<file path="config.mk">
export PLATFORM = sky130hd
export DESIGN_NAME = stack_ctrl
export DESIGN_NICKNAME = d
export VERILOG_FILES = /design/src/rtl/stack_pkg.sv /design/src/rtl/stack_ptr_cnt.sv /design/src/rtl/stack_ctrl.sv
export SDC_FILE = /design/constraint.sdc
export NUM_CORES = 1
export LEC_CHECK = 0
export CAP_MARGIN = 20
export CORE_ASPECT_RATIO = 1.25
export CORE_MARGIN = 2
export CORE_UTILIZATION = 45
export DETAILED_ROUTE_END_ITERATION = 6
export MAX_ROUTING_LAYER = met4
export PLACE_DENSITY = 0.8
export SYNTH_ARGS = -nofsm -noshare
export SYNTH_HDL_FRONTEND = slang
export SYNTH_SLANG_ARGS = --single-unit
</file>
<file path="constraint.sdc">
create_clock -name clk -period 6.9 [get_ports clk]
set_clock_uncertainty 0.05 [all_clocks]
set_input_delay 1.38 -clock clk [delete_from_list [all_inputs] [get_ports clk]]
set_output_delay 1.38 -clock clk [all_outputs]
set_load 0.03 [all_outputs]
</file>
<file path="src/rtl/stack_pkg.sv">
// Shared types for the hardware stack controller: FSM states, push/pop operation
// encoding and the default stack geometry.
package stack_pkg;

  localparam int STACK_WIDTH_DEFAULT = 16;
  localparam int STACK_DEPTH_DEFAULT = 1024;

  typedef enum logic {
    ST_RUN,
    ST_FAULT
  } state_t;

  typedef enum logic [1:0] {
    OP_NONE,
    OP_PUSH,
    OP_POP,
    OP_REPL
  } op_t;

  // Push and pop together mean "replace the top of stack".
  function automatic op_t decode_op(input logic push, input logic pop);
    op_t op;
    case ({push, pop})
      2'b10:   op = OP_PUSH;
      2'b01:   op = OP_POP;
      2'b11:   op = OP_REPL;
      default: op = OP_NONE;
    endcase
    return op;
  endfunction

endpackage

</file>
<file path="src/rtl/stack_ptr_cnt.sv">
// Up/down stack pointer and fill-level counter; sp is the next free slot and
// wraps modulo NWORDS, top is the slot holding the current top of stack.
module stack_ptr_cnt
  import stack_pkg::*;
#(
  parameter int  NWORDS = STACK_DEPTH_DEFAULT,
  localparam int AW     = $clog2(NWORDS)
) (
  input  logic          clk,
  input  logic          reset,
  input  logic          inc,
  input  logic          dec,
  output logic [AW-1:0] sp,
  output logic [AW-1:0] top,
  output logic [AW:0]   level
);

  localparam logic [AW-1:0] SP_LAST = AW'(NWORDS - 1);
  localparam logic [AW-1:0] SP_ONE  = AW'(1);
  localparam logic [AW:0]   LVL_ONE = (AW + 1)'(1);

  logic [AW-1:0] sp_inc;
  logic [AW-1:0] sp_dec;

  // Explicit wrap so non-power-of-two depths still index the RAM correctly.
  assign sp_inc = (sp == SP_LAST) ? '0 : sp + SP_ONE;
  assign sp_dec = (sp == '0) ? SP_LAST : sp - SP_ONE;
  assign top    = sp_dec;

  always_ff @(posedge clk) begin
    if (reset) begin
      sp    <= '0;
      level <= '0;
    end else if (inc && !dec) begin
      sp    <= sp_inc;
      level <= level + LVL_ONE;
    end else if (dec && !inc) begin
      sp    <= sp_dec;
      level <= level - LVL_ONE;
    end
  end

endmodule

</file>
<file path="src/rtl/stack_ctrl.sv">
// Stack-pointer controller for the CPU hardware stack RAM (write on clk, async read).
// Optional STACK_WATERMARK_EN adds the hiwater output (max level since reset).
module stack_ctrl
  import stack_pkg::*;
#(
  parameter int  WIDTH  = STACK_WIDTH_DEFAULT,
  parameter int  NWORDS = STACK_DEPTH_DEFAULT,
  localparam int AW     = $clog2(NWORDS)
) (
  input  logic             clk,
  input  logic             reset,
  input  logic             push,
  input  logic             pop,
  input  logic [WIDTH-1:0] push_data,
  input  logic             clr_fault,
  output logic [WIDTH-1:0] pop_data,
  output logic             pop_valid,
  output logic [AW:0]      level,
  output logic             full,
  output logic             empty,
  output logic             ovf,
  output logic             unf,
`ifdef STACK_WATERMARK_EN
  output logic [AW:0]      hiwater,
`endif
  output logic             mem_we,
  output logic [AW-1:0]    mem_a,
  output logic [WIDTH-1:0] mem_din,
  input  logic [WIDTH-1:0] mem_dout
);

  localparam logic [AW:0] LVL_FULL = (AW + 1)'(NWORDS);

  op_t           op;
  state_t        state;
  logic          run;
  logic          do_push;
  logic          do_pop;
  logic          do_repl;
  logic          bad_push;
  logic          bad_pop;
  logic [AW-1:0] sp;
  logic [AW-1:0] top;

  assign op    = decode_op(push, pop);
  assign run   = (state == ST_RUN);
  assign full  = (level == LVL_FULL);
  assign empty = (level == '0);

  // Replace is legal at full; any pop-type request on an empty stack underflows.
  assign do_push  = run && (op == OP_PUSH) && !full;
  assign do_pop   = run && (op == OP_POP) && !empty;
  assign do_repl  = run && (op == OP_REPL) && !empty;
  assign bad_push = run && (op == OP_PUSH) && full;
  assign bad_pop  = run && ((op == OP_POP) || (op == OP_REPL)) && empty;

  assign mem_we  = !reset && (do_push || do_repl);
  assign mem_a   = do_push ? sp : top;
  assign mem_din = push_data;

  stack_ptr_cnt #(
    .NWORDS(NWORDS)
  ) u_ptr (
    .clk  (clk),
    .reset(reset),
    .inc  (do_push),
    .dec  (do_pop),
    .sp   (sp),
    .top  (top),
    .level(level)
  );

  always_ff @(posedge clk) begin
    if (reset) begin
      state     <= ST_RUN;
      pop_data  <= '0;
      pop_valid <= 1'b0;
      ovf       <= 1'b0;
      unf       <= 1'b0;
    end else begin
      pop_valid <= 1'b0;
      case (state)
        ST_RUN: begin
          if (clr_fault) begin
            ovf <= 1'b0;
            unf <= 1'b0;
          end
          if (do_pop || do_repl) begin
            pop_data  <= mem_dout;
            pop_valid <= 1'b1;
          end
          if (bad_push) begin
            ovf   <= 1'b1;
            state <= ST_FAULT;
          end
          if (bad_pop) begin
            unf   <= 1'b1;
            state <= ST_FAULT;
          end
        end
        ST_FAULT: begin
          if (clr_fault) begin
            ovf   <= 1'b0;
            unf   <= 1'b0;
            state <= ST_RUN;
          end
        end
        default: state <= ST_RUN;
      endcase
    end
  end

`ifdef STACK_WATERMARK_EN
  localparam logic [AW:0] LVL_ONE = (AW + 1)'(1);

  // Level only grows through a push, so the peak can only move on do_push.
  always_ff @(posedge clk) begin
    if (reset) begin
      hiwater <= '0;
    end else if (do_push && ((level + LVL_ONE) > hiwater)) begin
      hiwater <= level + LVL_ONE;
    end
  end
`endif

endmodule
</file>
# Word level (Yosys, flattened, before mapping)
# Cells that the tools add are included.
# totals
wordCells	64
output_inout_bits	59
in_bits	37
regBits	41
# classes
n_eq_ne	8
mux	19
n_bitwise	1
n_reduce_logical	25
add_sub_neg	4
# op_table
op	n
2-to-1 mux 10 bit	5
2-to-1 mux 11 bit	2
logical AND 1 bit	12
adder 11 x 1 -> 11 bit (second input constant)	1
== test 11 bit (second input constant)	1
logical NOT 11 bit	1
subtractor 11 x 1 -> 11 bit (second input constant)	1
adder 10 x 1 -> 10 bit (second input constant)	1
== test 10 bit (second input constant)	1
logical NOT 10 bit	1
subtractor 10 x 1 -> 10 bit (second input constant)	1
== test 2 bit (second input constant)	4
2-to-1 mux 1 bit	8
one-hot mux 1 bit (2 select lines)	3
one-hot mux 2 bit (3 select lines)	1
logical NOT 1 bit	5
== test 2 x 1 -> 1 bit (second input constant)	2
logical OR 1 bit	3
AND reduction 2 bit	1
nonzero test 2 bit	1
OR reduction 2 bit	1
NOT 1 bit	1

# Longest topological paths before layout
# Gate-level depths: netlist of run 1.
# depth
depth_word	9
depth_mapped	14
ltp_nobuf	12

# Cells and area by module
# A second synthesis of run 1 with hierarchy kept.
# unflattened
cells_unflattened	338
area_unflattened_um2	2827.7
# modules_own_cells
module	n_inst	seq_area_each_um2	cells_per_inst	area_per_inst_um2
stack_ptr_cnt	1	420.4	229	1741.7
stack_ctrl	1	400.4	109	1086.0

# Worst setup path before layout of run 1
# No wires, ideal clock.
# synth_path
path_type	in2reg
startpoint	input port pop
endpoint	register u_ptr.level[10]
path_slack_ns	2.381
stages	13
path_buffers	1
required_ns	6.729
t_arrival_ns	4.348
cell_sequence	nor2_1 nand2_1 or2_2 clkinv_1 ha_1 clkbuf_1 inv_1 fa_1 a211oi_1 o21ai_0 a211oi_1 mux2i_1 mux2_2
# synth_between
elab_chain_len	8
# synth_lines
item	line	source
start: declaration	stack_ctrl.sv:13	input logic pop,
== test 2 bit or == test 2 x 1 -> 1 bit (tied branches)	stack_pkg.sv:23	case ({push, pop})
one-hot mux 2 bit (3 select lines) (*)	stack_pkg.sv:23	
== test 2 bit or == test 2 x 1 -> 1 bit (tied branches)	stack_ctrl.sv:52, stack_ctrl.sv:51	
logical AND 1 bit, on equally long branches (2 in a row)	stack_ctrl.sv:52, stack_ctrl.sv:51	
logical NOT 1 bit, on equally long branches	stack_ptr_cnt.sv:34, stack_ptr_cnt.sv:37	
logical AND 1 bit, on equally long branches	stack_ptr_cnt.sv:34, stack_ptr_cnt.sv:37	
2-to-1 mux 11 bit or nonzero test 2 bit (tied branches)	n/a	
end signal: assignment	stack_ptr_cnt.sv:36	level <= level + LVL_ONE;
end signal: assignment	stack_ptr_cnt.sv:39	level <= level - LVL_ONE;
end: declaration	stack_ptr_cnt.sv:15	output logic [AW:0] level
# Mark *: on every way between the ends. The rest lies on a longest branch, timed or not.
# A chain may end at the register's enable or synchronous reset.

# Worst setup path in the final report of run 1
# Same ends and word-level chain as after synthesis.

==> summary.txt, run 1 <==
Synth
  – Largest area contributor in the netlist: dfxtp_1
  – Ys async rst share: 0%
  – Synthesized flop and latch total: 41
  – Number of synthesized flops with an enable pin: 0
  – Number of unique standard cell types used by synthesis: 55
  – Net Count, Synth: 390
  – Ys Warns: 0
  – Mapped Area: 0.00271 mm^2
  – Syn_area_per_cell: 7.96 um^2
  – Mapped Cells: 340
  – Top post-synthesis cells by count: 45 x nor2_1, 41 x dfxtp_1, 22 x a21oi_1
  – Sequential share of the synthesized area: 30.3%
  – Most frequent cell after synthesis: nor2_1
  – Synth area leaders: dfxtp_1 30%, mux2i_1 7.0%, nor2_1 6.2%, ha_1 5.5%, buf_4 4.4%
  – Ys flop type: dfxtp_1
  – Area share of the largest cell type after synthesis: 30.3%

Power
  – Pleak: 0.00129 uW
  – P per Cell Area: roughly 640 mW/mm^2
  – Final total power: roughly 2100 uW
  – Peak supply drop: 0.000339 V

STA
  – Final min period: between 5 and 6 ns
  – Final setup TNS: 0 ns
  – RSZ-0062 raised after global routing: no
  – Setup violation total in the final timing report: 0
  – Fmax: ~180 MHz
  – Period utilization: 79.9%
  – Least-Margin Pin Slew: 0.709 ns
  – Fin. max-slew vios: 0
  – Slew HR: between 50% and 60%
  – Final hold violation count: 0

Routing
  – Post-DRT Antenna Nets: 0
  – Residual DRC: 0
  – Vias per cell: slightly below 6
  – Routed wire per std cell: about 16 um
  – Vias: 2618
  – Wirelength, routed: 6920 um
  – DRT iter0 DRCs: 238
  – Drt first pass iters: 5

Floorplan
  – Die ar.: 0.00666 mm^2
  – Initial core utilization: a little under half
  – Die height: 90.7 um
  – Core area: 0.00582 mm^2
  – Ports: 96
  – Row count: 31
  – Die Span X: between 70 and 80 um

Clock tree
  – Worst-path clk slew: 0.08 ns
  – TritonCTS clock tree: done
  – # hold bufs at CTS: 0
  – Root Driver: clkbuf_8
  – CTS sink cnt: 41
  – Setup bufs post-CTS: 0
  – Post_cts resized: 0
  – Maximum level of the CTS H-tree: 2
  – Skew-Pair Late Insertion Delay: 0.29 ns
  – Total CTS buffers: 5
  – Clock Tree Buf Depth: 2

Critical path
  – Worst R2R End: u_ptr.level[10]
  – CP Data Required Time: a little over 7 ns
  – Slowest cell on the critical path: ha_1
  – CP Buf/Inv Count: 3
  – Max incr delay on CP: roughly 0.64 ns
  – Worst EP arrival: between 5 and 6 ns
  – Crit Path Category: input port to flop
  – Most used cell, CP: a211oi_1
  – Crit-path cells: clkdlybuf4s50_1, nor2_1, nand2_1, or2_2, clkinv_1, ha_1, inv_1, fa_1, a211oi_1, o21ai_0, a211oi_1, mux2i_1, mux2_2
  – Worst R2R Setup Slack: approximately 2.1 ns
  – Crit path max-delay family: adder cells
  – FF-to-FF Start: u_ptr.level[4]
  – CP endpoint kind: flop
  – Reg2Reg Depth: 13
  – Worst Setup Start Kind: input port
  – Crit Path Max Fanout: 22

Finish
  – Antenna cells: 0
  – Layout cells sized above 1: under 10%
  – Final Core Density: 57.4%
  – Area grow syn2layout: 23.3%
  – Fill cells: 524
  – Layout net count: 423

Hold path
  – Hold EP: unf
  – Hold path depth: 2
  – Hold Crit Start: unf
  – Hold Crit Class: flop to flop

Global routing
  – First-pass GRT wire length: 11200 um
  – Largest net degree at the start of global routing: 51
  – Initial antenna violation count: 0
  – GRT overflow: 0
  – Vias in the first global route: between 2000 and 2500
  – Total track usage: 21.2%

Place
  – Hpwl dp: 4930 um
  – RD Place Congestion: 0.913
  – IO buf count: 63

Flow run
  – Max-Cap Viols: 0

Run status
  – Outcome: finished, final reports clean
## logic make-up (layout without fill, tap and decap cells)
family,count (synthesis),count (layout),synth area share (%)
xor gates and xnor gates,10,10,3.23
muxes,20,20,7.44
and+or+nand+nor,124,124,22.8
adders and majority gates,13,13,6.28
buffers and inverters,49,83,9.75
DFF,41,41,30.3
AOI/OAI and AO/OA,83,83,20.1
## worst max-delay path by stage
| stage | start | slack, ns | end | depth (start not counted) |
|---|---|---|---|---|
| global route | pop | 1.09 | u_ptr.level[10] | 13 |
| global placement | pop | 1.23 | u_ptr.level[10] | 13 |
| detailed placement | pop | 1.14 | u_ptr.level[10] | 13 |
| floorplan | pop | 2.38 | u_ptr.level[10] | 13 |
| CTS | pop | 1.42 | u_ptr.level[10] | 13 |
| finish | pop | 1.38 | u_ptr.level[10] | 13 |
## sequential cells by signal, indices dropped and copies added (netlist names)
| signal | flops |
|---|---|
| pop_data | 16 |
| u_ptr.level | 11 |
| u_ptr.sp | 10 |
| ovf | 1 |
| pop_valid | 1 |
| state | 1 |
| unf | 1 |
## tightest hold or removal path, cell delays in order, from the launching register on
cell and delay [ns]:
dfxtp_1 0.32, nand2b_1 0.06, a21oi_1 0.06
## layout make-up
type                       instances  area [um^2]  area share, %
inverter                           9         33.8           1.01
timing repair buffer              66          653           19.6
multi-input combinational        250         1630           48.8
clock inverter                     2         37.5           1.12
clock buffer                       6         82.6           2.47
sequential                        41          821           24.6
tap                               66         82.6           2.47
## cells in the final DEF, fill, tap and decap left out, types with 3 or more instances in the layout
cell and n:
buf_4 3, nand3_1 10, or3_1 6, xor2_1 5
a21oi_1 22, nand2_1 21, clkbuf_8 6, o21ai_0 17
a211oi_1 9, xnor2_1 5, dfxtp_1 41, inv_1 8
ha_1 12, nor4_1 5, o211ai_1 3, nand4_1 4
and4_1 3, nor2_1 45, clkdlybuf4s50_1 63, a31oi_1 10
mux2i_1 19, nor3_1 9, nand2b_1 4, and3_1 3
## power breakdown
part | switching, uW | internal [uW]
registers | 119 | 324
logic | 868 | 618
clock network | 87.2 | 118
total | 1070 | 1060
## per-layer routing
metal  up-vias  part of all wire [%]  track usage [%]
met3        10                   5.2             3.01
met4         0                   1.3             5.30
met1      1223                    42             25.6
li1       1281                     -                -
met5         -                     0                -
met2       104                    51             36.6
## per-stage QoR
step,std cells,setup WS (ns),instance area [um^2],hold slack (ns)
final,440,1.38,3340,0.435
after global routing,440,1.09,3340,0.467
after CTS,440,1.42,3340,0.443
after detailed placement,432,1.14,3220,0.423
after global placement,432,1.23,3220,0.415
after floorplan,340,2.38,2710,0.442
Power figures use the tool's default switching activity.
==> run 2, diff against run 1 <==
- clock period: 6.9 -> 5.5 ns (I/O delays scaled with it)
==> summary.txt, run 2 (same netlist as run 1, synthesis figures left out) <==
Clock tree
  – TritonCTS clock tree: done (unchanged)
  – Clock Tree Buf Depth: 2 (unchanged)
  – Skew-Pair Late Insertion Delay: 0.29 ns (about the same)
  – Total CTS buffers: 5 (unchanged)
  – Root Driver: clkbuf_8 (unchanged)
  – Maximum level of the CTS H-tree: 2 (unchanged)
  – CTS sink cnt: 41 (unchanged)
  – Post_cts resized: 0 (unchanged)
  – Setup bufs post-CTS: 0 (unchanged)
  – Worst-path clk slew: 0.07 ns (was 0.08 ns)
  – # hold bufs at CTS: 0 (unchanged)

Routing
  – Vias: 2572 (was 2618)
  – Vias per cell: 5.83 (was 5.95)
  – DRT iter0 DRCs: 299 (was 238)
  – Drt first pass iters: 4 (was 5)
  – Residual DRC: 0 (unchanged)
  – Wirelength, routed: 6770 um (was 6920 um)
  – Routed wire per std cell: 15.4 um (was 15.7 um)
  – Post-DRT Antenna Nets: 0 (unchanged)

Critical path
  – Crit Path Category: input port to output port (was input port to flop)
  – Crit Path Max Fanout: 11 (was 22)
  – CP Data Required Time: 4.35 ns (was 7.04 ns)
  – CP endpoint kind: output port (was flop)
  – Worst EP arrival: 3.38 ns (was 5.65 ns)
  – Worst Setup Start Kind: input port (unchanged)

Floorplan
  – Die ar.: 0.00666 mm^2 (unchanged)
  – Initial core utilization: 46.5% (unchanged)
  – Row count: 31 (unchanged)
  – Die Span X: 73.4 um (unchanged)
  – Die height: 90.7 um (unchanged)
  – Ports: 96 (unchanged)
  – Core area: 0.00582 mm^2 (unchanged)

Finish
  – Most frequent cells in the layout: 63 x clkdlybuf4s50_1, 45 x nor2_1, 41 x dfxtp_1 (unchanged)
  – Biggest register: pop_data (unchanged)
  – Max FFs per register: 16 (unchanged)
  – Area grow syn2layout: 23.2% (was 23.3%)
  – Layout cells sized above 1: 5.87% (was 5.61%)
  – Most common cell after layout, fill and taps aside: clkdlybuf4s50_1 (unchanged)
  – Fin cells: 441 (was 440)
  – Antenna cells: 0 (unchanged)
  – Layout net count: 425 (was 423)
  – Largest regs: pop_data (16), u_ptr.level (11), u_ptr.sp (10) (unchanged)

Global routing
  – Largest net degree at the start of global routing: 50 (was 51)
  – Initial antenna violation count: 0 (unchanged)
  – First-pass GRT wire length: 11200 um (about the same)
  – Total track usage: 21.5% (was 21.2%)
  – GRT overflow: 0 (unchanged)
  – Vias in the first global route: 2344 (was 2356)

Power
  – Pleak: 0.00129 uW (about the same)
  – P per Cell Area: 794 mW/mm^2 (was 639 mW/mm^2)
  – Peak supply drop: 0.000395 V (was 0.000339 V)

STA
  – Slew HR: 60.2% (was 52.8%)
  – Least-Margin Pin Slew: 0.591 ns (was 0.709 ns)
  – Fmax: ~220 MHz
  – Final min period: 4.53 ns
  – Final hold violation count: 0 (unchanged)
  – Period utilization: 82.4%
  – Fin. max-slew vios: 0 (unchanged)
  – Final setup TNS: 0 ns (unchanged)
  – RSZ-0062 raised after global routing: no (unchanged)
  – Setup violation total in the final timing report: 0 (unchanged)

Hold path
  – Hold Crit Class: flop to flop (unchanged)

Place
  – RD Place Congestion: 0.912 (was 0.913)
  – IO buf count: 63 (unchanged)
  – Hpwl dp: 4830 um (was 4930 um)
  – Placed cell count: 434 (was 432)

Flow run
  – Max-Cap Viols: 0 (unchanged)

Run status
  – Outcome: finished, final reports clean (unchanged)
[run 2: cell types whose count changed in the layout (fill, tap and decap cells not counted), sizes merged]
cell and change:
buf +2, clkinv +1, clkinvlp -1, clkbuf -1
[run 2: routing by layer]
layer,track usage [%],share of wire (%)
met3,3.46,4.5
met1,26.1,42
met4,8.79,3.0
met2,35.0,50
met5,-,0
[run 2: where the power goes]
part           total, uW  internal, uW  switching, uW  leakage (uW)
clock                235           132            103     0.0000540
combinational       1860           780           1080      0.000902
sequential           551           407            145      0.000337
[run 2: worst paths after layout]
kind                       start              end  slack, ns  cells past startpoint
setup / recovery             pop         mem_a[8]       0.97                      8
hold / removal               unf              unf       0.43                      2
setup reg to reg  u_ptr.level[4]  u_ptr.level[10]       1.25                     13
hold reg to reg              unf              unf       0.43                      2
[run 2: worst max-delay path, cell delays in order]
cell and delay (ns):
clkdlybuf4s50_1 0.50, nor2_1 0.07, nand2_1 0.06, or2_2 0.22
clkinv_1 0.28, nor3_1 0.30, xor2_1 0.16, clkdlybuf4s50_1 0.68
[run 2: final cells by class]
type,count,area [um^2]
multi-input combinational,250,1630
inverter,9,33.8
clock inverter,2,35.0
tap,66,82.6
sequential,41,821
clock buffer,5,68.8
timing repair buffer,68,668
fill,544,2480
[run 2: per-stage QoR]
step | cell area, um^2 | util (%) | total power, uW | worst slack, ns | hold slack (ns)
floorplan | 2710 | - | 1890 | 1.26 | 0.442
finish | 3340 | 57.4 | 2650 | 0.968 | 0.429
global placement | 3230 | 55.6 | 2370 | 0.845 | 0.414
CTS | 3340 | 57.4 | 2650 | 0.978 | 0.433
global route | 3340 | 57.4 | 2840 | 0.772 | 0.452
detailed placement | 3230 | 55.6 | 2400 | 0.766 | 0.411
